--- src/rtl/noc_traffic_injector.sv ---
// noc_traffic_injector: per-node synthetic traffic source for the mesh NoC.
// Generates single-flit packets with LFSR-driven random gaps and destinations
// chosen by PATTERN, and hands each flit to the local router via ReqDnStr/GntDnStr.
// Optional build macro: INJ_TIMESTAMP_EN replaces the module-ID field with the
// low bits of a free-running cycle counter captured when the request is raised.
module noc_traffic_injector #(
  parameter int DATA_WIDTH = 32,
  parameter int DIM        = 4,
  parameter int MID_W      = 6,
  parameter int MESH_X     = 5,
  parameter int MESH_Y     = 5,
  parameter int X_ID       = 0,
  parameter int Y_ID       = 0,
  parameter int MODULE_ID  = 0,
  parameter int PATTERN    = 1,
  parameter int FIXED_X    = 0,
  parameter int FIXED_Y    = 2,
  parameter int MAX_GAP    = 15,
  parameter int PKT_LIMIT  = 1023,
  parameter logic [15:0] LFSR_SEED = 16'hACE1
) (
  input  logic                  clk,
  input  logic                  reset,
  input  logic                  enable,
  input  logic                  GntDnStr,
  input  logic                  DnStrFull,
  output logic                  ReqDnStr,
  output logic [DATA_WIDTH-1:0] PacketOut,
  output logic [15:0]           pkt_count,
  output logic                  done
);

  localparam int ID_W = DATA_WIDTH - 4 * DIM - MID_W;

  typedef enum logic [2:0] {StIdle, StPrep, StSend, StWaitGrant, StDone} state_e;

  state_e                state_q;
  logic [15:0]           lfsr_q;
  logic [8:0]            gap_q;
  logic [8:0]            wait_q;
  logic [DIM-1:0]        dst_x_q;
  logic [DIM-1:0]        dst_y_q;
  logic [ID_W-1:0]       pkt_id_q;

  logic [8:0]            gap_next;
  logic [7:0]            rnd_x;
  logic [7:0]            rnd_y;
  logic [DIM-1:0]        dst_x_next;
  logic [DIM-1:0]        dst_y_next;
  logic [MID_W-1:0]      mid_val;
  logic [15:0]           cnt_inc;
  logic [DATA_WIDTH-1:0] flit;

  // Galois LFSR, right-shifting, free-running outside reset
  always_ff @(posedge clk) begin
    if (reset) begin
      lfsr_q <= LFSR_SEED;
    end else begin
      lfsr_q <= {1'b0, lfsr_q[15:1]} ^ (lfsr_q[0] ? 16'hB400 : 16'h0000);
    end
  end

`ifdef INJ_TIMESTAMP_EN
  logic [31:0] cycle_q;

  // Free-running cycle counter used as a timestamp in the module-ID field
  always_ff @(posedge clk) begin
    if (reset) begin
      cycle_q <= '0;
    end else begin
      cycle_q <= cycle_q + 32'd1;
    end
  end

  assign mid_val = MID_W'(cycle_q);
`else
  assign mid_val = MID_W'(MODULE_ID);
`endif

  // Gap, destination, flit and saturating count computed from current state
  always_comb begin
    // 9-bit modulus so MAX_GAP=255 does not collapse to mod 0
    gap_next = {1'b0, lfsr_q[7:0]} % 9'(MAX_GAP + 1);
    rnd_x    = lfsr_q[15:8] % 8'(MESH_X);
    rnd_y    = lfsr_q[7:0] % 8'(MESH_Y);
    // Never target ourselves under uniform random traffic
    if (rnd_x == 8'(X_ID) && rnd_y == 8'(Y_ID)) begin
      rnd_x = (rnd_x + 8'd1) % 8'(MESH_X);
    end
    case (PATTERN)
      0: begin
        dst_x_next = DIM'(FIXED_X);
        dst_y_next = DIM'(FIXED_Y);
      end
      2: begin
        dst_x_next = DIM'(Y_ID);
        dst_y_next = DIM'(X_ID);
      end
      3: begin
        dst_x_next = DIM'(MESH_X - 1 - X_ID);
        dst_y_next = DIM'(MESH_Y - 1 - Y_ID);
      end
      default: begin
        dst_x_next = DIM'(rnd_x);
        dst_y_next = DIM'(rnd_y);
      end
    endcase
    cnt_inc = (pkt_count == 16'hFFFF) ? pkt_count : pkt_count + 16'd1;
    flit    = {dst_x_q, dst_y_q, DIM'(X_ID), DIM'(Y_ID), pkt_id_q, mid_val};
  end

  // Injection FSM with registered handshake and flit outputs
  always_ff @(posedge clk) begin
    if (reset) begin
      state_q   <= StIdle;
      gap_q     <= '0;
      wait_q    <= '0;
      dst_x_q   <= '0;
      dst_y_q   <= '0;
      pkt_id_q  <= '0;
      ReqDnStr  <= 1'b0;
      PacketOut <= '0;
      pkt_count <= '0;
      done      <= 1'b0;
    end else begin
      unique case (state_q)
        StIdle: begin
          if (enable && !done) begin
            gap_q   <= gap_next;
            wait_q  <= '0;
            state_q <= StPrep;
          end
        end
        StPrep: begin
          dst_x_q <= dst_x_next;
          dst_y_q <= dst_y_next;
          state_q <= StSend;
        end
        StSend: begin
          if (wait_q != gap_q) begin
            wait_q <= wait_q + 9'd1;
          end else if (!DnStrFull) begin
            ReqDnStr  <= 1'b1;
            PacketOut <= flit;
            state_q   <= StWaitGrant;
          end
        end
        StWaitGrant: begin
          if (GntDnStr) begin
            ReqDnStr  <= 1'b0;
            pkt_count <= cnt_inc;
            pkt_id_q  <= pkt_id_q + 1'b1;
            if (PKT_LIMIT != 0 && 32'(cnt_inc) == 32'(PKT_LIMIT)) begin
              done    <= 1'b1;
              state_q <= StDone;
            end else begin
              state_q <= StIdle;
            end
          end
        end
        StDone: begin
          ReqDnStr <= 1'b0;
          done     <= 1'b1;
        end
        default: state_q <= StIdle;
      endcase
    end
  end

endmodule

--- config.mk ---
export PLATFORM = sky130hd
export DESIGN_NAME = noc_traffic_injector
export DESIGN_NICKNAME = d
export VERILOG_FILES = /design/src/rtl/noc_traffic_injector.sv
export SDC_FILE = /design/constraint.sdc
export NUM_CORES = 1
export LEC_CHECK = 0
export BUFFER_PORTS_ARGS = -buffer_cell sky130_fd_sc_hd__buf_2
export CAP_MARGIN = 30
export CORE_MARGIN = 2
export CORE_UTILIZATION = 40
export DETAILED_ROUTE_END_ITERATION = 10
export SLEW_MARGIN = 25
export SYNTH_ARGS = -nofsm -noshare
export SYNTH_HDL_FRONTEND = slang
export SYNTH_SLANG_ARGS = --single-unit
export TNS_END_PERCENT = 10
--- constraint.sdc ---
create_clock -name clk -period 6 [get_ports clk]
set_input_delay 1.8 -clock clk [delete_from_list [all_inputs] [get_ports clk]]
set_output_delay 1.8 -clock clk [all_outputs]
set_load 0.02 [all_outputs]
==> impl_metrics.csv, run 1 <==
group,metric,value,unit
cells_and_area,nets,766,
power_and_ir_drop,p_leak,0.00247,uW
sta,max_slew_margin,0.352,
placed_design,numPortBuffers,40,
cts,clk_pin_slew,0.07,ns
logic_synthesis,synth-seq-cells,86,
power_and_ir_drop,power.share.clock,0.307,
worst_setup_path,worst_path_max_delay_cell,"dfxtp_1",
worst_setup_path,ff2ff_path_depth,22,
die,die_w,125,um
grt,grt_max_degree,63,
power_and_ir_drop,p_seq_frac,0.346,
logic_synthesis,yosys.cell_count.top_type,"nor2_1",
power_and_ir_drop,p_sw,701,uW
route,drt-pass1-iter-count,4,
grt,grt_use_total,0.173,
sta,holdWs,0.461,ns
die,dieArea,0.0156,mm^2
route,totalWireLength,13300,um
die,die_h,125,um
worst_setup_path,worstPathMaxFanout,11,
grt,globalRouteOverflowTotal,0,
sta,worst_pin_slew,0.947,ns
cts,numClockSinks,86,
worst_setup_path,endpoint_kind,"flip-flop",
worst_setup_path,path_class,"reg2reg",
cts,cts_tree,"done",
die,rows,44,
cells_and_area,drive_gt1_frac,0.142,
cts,cts_max_level,3,
worst_setup_path,critical_path_required,6.21,ns
logic_synthesis,ys_types,91,
power_and_ir_drop,p_int,1250,uW
power_and_ir_drop,power_density,305,mW/mm^2
logic_synthesis,netlist_area,0.00584,mm^2
cts,cts-resized-gates,0,
placed_design,place_ws,0.275,ns
grt,grt_pass1_vias,4776,
logic_synthesis,ys_warn_count,0,
cells_and_area,nFillCells,1411,
worst_setup_path,cp-start-kind,"flip-flop",
grt,antenna_found_initial,0,
sta,skew,0.00769,ns
die,io_pins,55,
cts,cts_made_buffers,9,
logic_synthesis,synth_edf_count,0,
logic_synthesis,ys_seq_area_frac,0.295,
worst_setup_path,worst-path-buf-inv,2,
sta,setup_violations,0,
logic_synthesis,synth_top_cells_by_count,"nor2_1 (122), dfxtp_1 (86), nand2_1 (44)",
die,start_util,0.406,
worst_setup_path,crit_cells,22,
cells_and_area,seq_area,0.00172,mm^2
placed_design,dp_cells,922,
run_status,status,"complete, no violations",
cts,clock_latency,0.34,ns
cells_and_area,n_antenna_cell,0,
grt,grt_pass1_wl,22900,um
min_path,whs_path_depth,2,
placed_design,gp_congestion,0.849,
sta,post-route-period-util,0.923,
sta,fin_ws,0.463,ns
logic_synthesis,synth-main-ff-cell,"dfxtp_1",
sta,hold_viol_final,0,
cts,root_buffer,"clkbuf_16",
sta,maxSlewViolCount,0,
route,ant_nets,0,
die,core_region_area,0.0144,mm^2
worst_setup_path,path_delay_family,"compound AO/OA/AOI/OAI gates",
flow_run,cap_violations,0,
power_and_ir_drop,power_frac_comb,0.347,
cells_and_area,areaGrowthSynthToFinish,9.69,%
power_and_ir_drop,switching_share,0.359,
logic_synthesis,synth_area_leader_cell,"dfxtp_1",
min_path,min_path_type,"reg2reg",
sta,fin_crit,5.54,ns
sta,fin_tns_setup,0,ns
worst_setup_path,path_cells,"and2b_1, xnor2_1, a221o_1, a21o_1, nor2_1, ha_1, and4b_1, o32a_2, nand3_1, and2_1, inv_1, ha_1, inv_1, nor2_1, o32ai_2, mux2i_1, and4_1, o21ai_2, o32a_1, a32o_1, a311oi_1, o22ai_1",
logic_synthesis,async_flop_share,0,
sta,fmax,0.181,GHz
route,dr.first_iter.drc_count,507,
power_and_ir_drop,ir_drop,244,uV
logic_synthesis,synth_top_area_share,0.295,
cells_and_area,final_util,0.445,
logic_synthesis,synthCells,736,
cts,clockBufferDepth,2,
route,vias,5232,
route,vias_per_cell,5.58,
route,routedWlPerCell,14.2,um
logic_synthesis,yosys-top-cells-area,"dfxtp_1 (30%), nor2_1 (7.8%), mux2i_1 (5.0%), xor2_1 (3.9%), xnor2_1 (3.2%)",
logic_synthesis,avgSynthCellArea,7.93,um^2
route,route.detailed.drc,0,
worst_setup_path,max_stage_delay,0.49,ns
cells_and_area,final_cells,937,
cells_and_area,multi_input_area,0.00375,mm^2
worst_setup_path,critPathArrivalTime,5.75,ns
cts,holdBufCountCts,0,
cts,postCtsSetupBuffers,0,
sta,rsz0062_at_grt,"no",
placed_design,hpwlAfterDp,9490,um
## routing by layer
| metal | wire length [um] | track usage | vias to the layer above |
|---|---|---|---|
| met5 | 0 | 0 | - |
| met4 | 352 | 0.0654 | 0 |
| met3 | 459 | 0.0232 | 28 |
| met2 | 6190 | 0.281 | 128 |
| met1 | 6320 | 0.232 | 2460 |
| li1 | - | - | 2616 |
## sequential cells by signal, summed over array words and instances, names as in the netlist
| name | cells |
|---|---|
| pkt_count | 16 |
| gap_q | 4 |
| dst_x_q | 4 |
| lfsr_q | 16 |
| wait_q | 9 |
| done | 1 |
| pkt_id_q | 10 |
| ReqDnStr | 1 |
| state_q | 3 |
| dst_y_q | 4 |
| PacketOut | 18 |
## cell usage in the layout, fill, tap and decap left out, drive strengths merged, types with 4 or more instances in the layout
cell type	count
nand4	12
nor4	8
a2111oi	6
o31ai	4
dfxtp	86
o32a	4
nor4b	4
conb	14
xor2	26
a31oi	5
and3	9
or3	8
o211ai	11
nand3	24
nand2b	16
nand2	44
a211oi	8
clkbuf	9
xnor2	21
and4b	4
nand3b	10
or2	10
nor2	122
ha	12
nor3	17
mux2i	29
nor3b	9
inv	22
o21ai	26
or3b	4
nor2b	10
o22ai	7
a21o	4
buf	53
and2	4
a21oi	28
## worst min-delay path, delay by kind of cell (launching register included)
family | cells | cell delay [ns]
DFF | 1 | 0.31
AOI/OAI and AO/OA | 1 | 0.05
and+or+nand+nor | 1 | 0.05
## final timing paths
check | slack (ns) | startpoint | endpoint
worst max-delay path | 0.46 | lfsr_q[13]$_SDFF_PP1_ | dst_x_q[1]$_SDFFE_PP0P_
worst min-delay path | 0.46 | dst_y_q[0]$_SDFFE_PP0P_ | dst_y_q[0]$_SDFFE_PP0P_
worst max register to register | 0.46 | lfsr_q[13]$_SDFF_PP1_ | dst_x_q[1]$_SDFFE_PP0P_
worst min register to register | 0.46 | dst_y_q[0]$_SDFFE_PP0P_ | dst_y_q[0]$_SDFFE_PP0P_
## cells by family (layout without fill, tap and decap cells)
group / count (synthesis) / count (layout) / share of synthesized area
simple gates: 331 / 331 / 0.296
compound gates: 141 / 141 / 0.182
flops: 86 / 86 / 0.295
buf+inv: 86 / 90 / 0.0748
xor+xnor: 47 / 47 / 0.0705
mux: 32 / 32 / 0.0555
fa+ha+maj: 12 / 12 / 0.0257
other cells: 1 / 14 / 0.000643
## metrics by stage
stage | power, uW | cell area (um^2)
CTS | 1960 | 6380
finish | 1950 | 6400
detailed placement | 1350 | 6060
global placement | 1350 | 6060
global route | 2080 | 6400
floorplan | 1240 | 5880
## final cells by class
| type | instances | share of cell area |
|---|---|---|
| Clock buffer | 9 | 0.0352 |
| Multi-Input combinational cell | 577 | 0.585 |
| Clock inverter | 6 | 0.0149 |
| Timing Repair Buffer | 53 | 0.0465 |
| Tap cell | 184 | 0.0360 |
| Sequential cell | 86 | 0.269 |
| Inverter | 22 | 0.0129 |
## power groups by stage
stage          clock [uW]  sequential (uW)  combinational, uW
4_1_cts               616              676                670
3_3_place_gp            0              687                659
5_1_grt               639              686                754
6_report              600              676                677
2_1_floorplan           0              653                589
3_5_place_dp            0              688                665
Note: power is estimated with default switching activity, not from simulation.
==> inputs of run 2 (changes only) <==
==> constraint.sdc (replaced) <==
create_clock -name clk -period 6 [get_ports clk]
set_input_delay 0.9 -clock clk [delete_from_list [all_inputs] [get_ports clk]]
set_output_delay 0.9 -clock clk [all_outputs]
set_load 0.02 [all_outputs]
==> run 2 against run 1 <==
Effect of this change:
- count of clock-buffer cells in the layout is 1 higher
- fmax is 0.30% higher
- die area stayed put
- largest cell class unchanged
- highest routed layer unchanged
- clock skew hardly changed
- combinational power is 1% higher
- wire length is 0.35% higher
- via count is 0.52% higher
==> impl_metrics.csv, run 2 (synthesis gave the netlist of run 1 again) <==
group,metric,value,unit
min_path,min_from,"dst_y_q[0]$_SDFFE_PP0P_",
worst_setup_path,critPathArrivalTime,5.72,ns
route,vias_per_cell,5.59,
grt,grt_use_total,0.170,
route,drt-pass1-iter-count,4,
sta,skew,0.00770,ns
sta,fin_tns_setup,0,ns
cts,postCtsSetupBuffers,0,
route,route.detailed.drc,0,
cts,numClockSinks,86,
cells_and_area,n_antenna_cell,0,
worst_setup_path,r2r_start,"lfsr_q[13]$_SDFF_PP1_",
grt,antenna_found_initial,0,
worst_setup_path,ff2ff_path_depth,22,
die,rows,44,
worst_setup_path,endpoint_kind,"flip-flop",
die,dieArea,0.0156,mm^2
route,dr_wl_met3,524,um
min_path,whs_path_depth,2,
cells_and_area,regMostFlops,"PacketOut",
min_path,min_to,"dst_y_q[0]$_SDFFE_PP0P_",
power_and_ir_drop,ir_drop,232,uV
cells_and_area,nFillCells,1431,
worst_setup_path,cp-start-kind,"flip-flop",
cts,clockBufferDepth,2,
route,highest_layer,"met4",
power_and_ir_drop,power_density,304,mW/mm^2
power_and_ir_drop,p_leak,0.00249,uW
grt,grt_pass1_wl,22600,um
die,start_util,0.406,
worst_setup_path,path_class,"reg2reg",
die,io_pins,55,
run_status,status,"complete, no violations",
placed_design,placed_area,0.00608,mm^2
route,wl_met1,6380,um
die,die_h,125,um
grt,grt_max_degree,82,
cts,cts_max_level,3,
sta,fmax,0.181,GHz
placed_design,gp_congestion,0.879,
power_and_ir_drop,power.total,1950,uW
route,ant_nets,0,
grt,grt_pass1_vias,4742,
route,dr.first_iter.drc_count,390,
worst_setup_path,reg2reg_slack,0.48,ns
cells_and_area,final_cells,940,
cells_and_area,stdcell_area,0.00640,mm^2
sta,fin_crit,5.52,ns
sta,worst_pin_slew,0.895,ns
placed_design,dp_cells,924,
flow_run,cap_violations,0,
cells_and_area,reg_top3,"PacketOut: 18 flops, lfsr_q: 16 flops, pkt_count: 16 flops",
route,route.met2.wl,6240,um
sta,post-route-period-util,0.920,
sta,maxSlewViolCount,0,
cells_and_area,final_util,0.446,
sta,setup_violations,0,
cts,clock_latency,0.34,ns
worst_setup_path,reg2reg_to,"dst_x_q[1]$_SDFFE_PP0P_",
cts,root_buffer,"clkbuf_16",
route,vias,5259,
cells_and_area,nets,768,
grt,globalRouteOverflowTotal,0,
die,core_region_area,0.0144,mm^2
worst_setup_path,worstPathMaxFanout,11,
cts,cts_tree,"done",
cells_and_area,largest_reg_flops,18,
placed_design,hpwlAfterDp,9400,um
worst_setup_path,critical_path_required,6.20,ns
cts,holdBufCountCts,0,
sta,hold_viol_final,0,
sta,max_slew_margin,0.388,
route,totalWireLength,13400,um
cts,cts_made_buffers,9,
cells_and_area,layout_common_cells,"nor2_1 (122), dfxtp_1 (84), nand2_1 (44)",
cells_and_area,areaGrowthSynthToFinish,9.73,%
min_path,min_path_type,"reg2reg",
cells_and_area,layout_commonest_cell,"nor2_1",
cells_and_area,drive_gt1_frac,0.144,
cts,clk_pin_slew,0.07,ns
die,die_w,125,um
placed_design,numPortBuffers,40,
route,routedWlPerCell,14.2,um
-- run 2: worst max-delay path by stage --
stage | start | to | depth (start not counted)
final | lfsr_q[13]$_SDFF_PP1_ | dst_x_q[1]$_SDFFE_PP0P_ | 22
after global routing | lfsr_q[13]$_SDFF_PP1_ | dst_x_q[1]$_SDFFE_PP0P_ | 23
after CTS | lfsr_q[12]$_SDFF_PP0_ | dst_x_q[1]$_SDFFE_PP0P_ | 22
after detailed placement | lfsr_q[12]$_SDFF_PP0_ | dst_x_q[1]$_SDFFE_PP0P_ | 22
after global placement | lfsr_q[12]$_SDFF_PP0_ | dst_x_q[1]$_SDFFE_PP0P_ | 22
after floorplan | lfsr_q[14]$_SDFF_PP0_ | dst_x_q[1]$_SDFFE_PP0P_ | 25
-- run 2: layout make-up --
type                    instances  area, um^2  share of cell area
flip-flops and latches         86        1720               0.269
multi-input cells             577        3740               0.584
inverters                      22        82.6              0.0129
clock inverters                 6        77.6              0.0121
clock buffers                  10         239              0.0373
well taps                     184         230              0.0360
repair buffers                 55         310              0.0485
-- run 2: critical path, stage by stage (launching register included) --
cell      delay (ns)
dfxtp_1         0.51
and2b_1         0.30
xnor2_1         0.10
a221o_1         0.29
a21o_1          0.21
nor2_1          0.23
ha_1            0.24
and4b_1         0.23
o32a_2          0.46
nand3_1         0.14
and2_1          0.18
inv_1           0.07
ha_1            0.19
inv_1           0.14
nor2_1          0.09
o32ai_2         0.35
mux2i_1         0.29
and4_1          0.37
o21ai_2         0.08
o32a_1          0.29
a32o_1          0.22
a311oi_1        0.27
o22ai_1         0.13
-- run 2: report_power, final --
group          internal (uW)  switching (uW)  total [uW]
Sequential               615            59.7         675
Combinational            275             410         685
Clock                    341             248         589
Total                   1230             718        1950
-- run 2: repair_timing --
item,4_1_cts,5_1_grt
endpoints found under the hold margin,0,0
setup endpoints to repair,0,1
resized for setup,0,3
-- run 2: per-layer routing --
| layer | GRT usage | vias to the layer above |
|---|---|---|
| li1 | - | 2617 |
| met1 | 0.233 | 2500 |
| met2 | 0.272 | 126 |
| met3 | 0.0292 | 16 |
| met4 | 0.0535 | 0 |
| met5 | 0 | - |
-- run 2: metrics by stage --
step                      setup WS [ns]  hold WS [ns]
after detailed placement          0.367         0.451
after floorplan                   0.763         0.432
after global placement            0.507         0.443
final                             0.479         0.460
after CTS                         0.330         0.460
after global routing           -0.00728         0.497
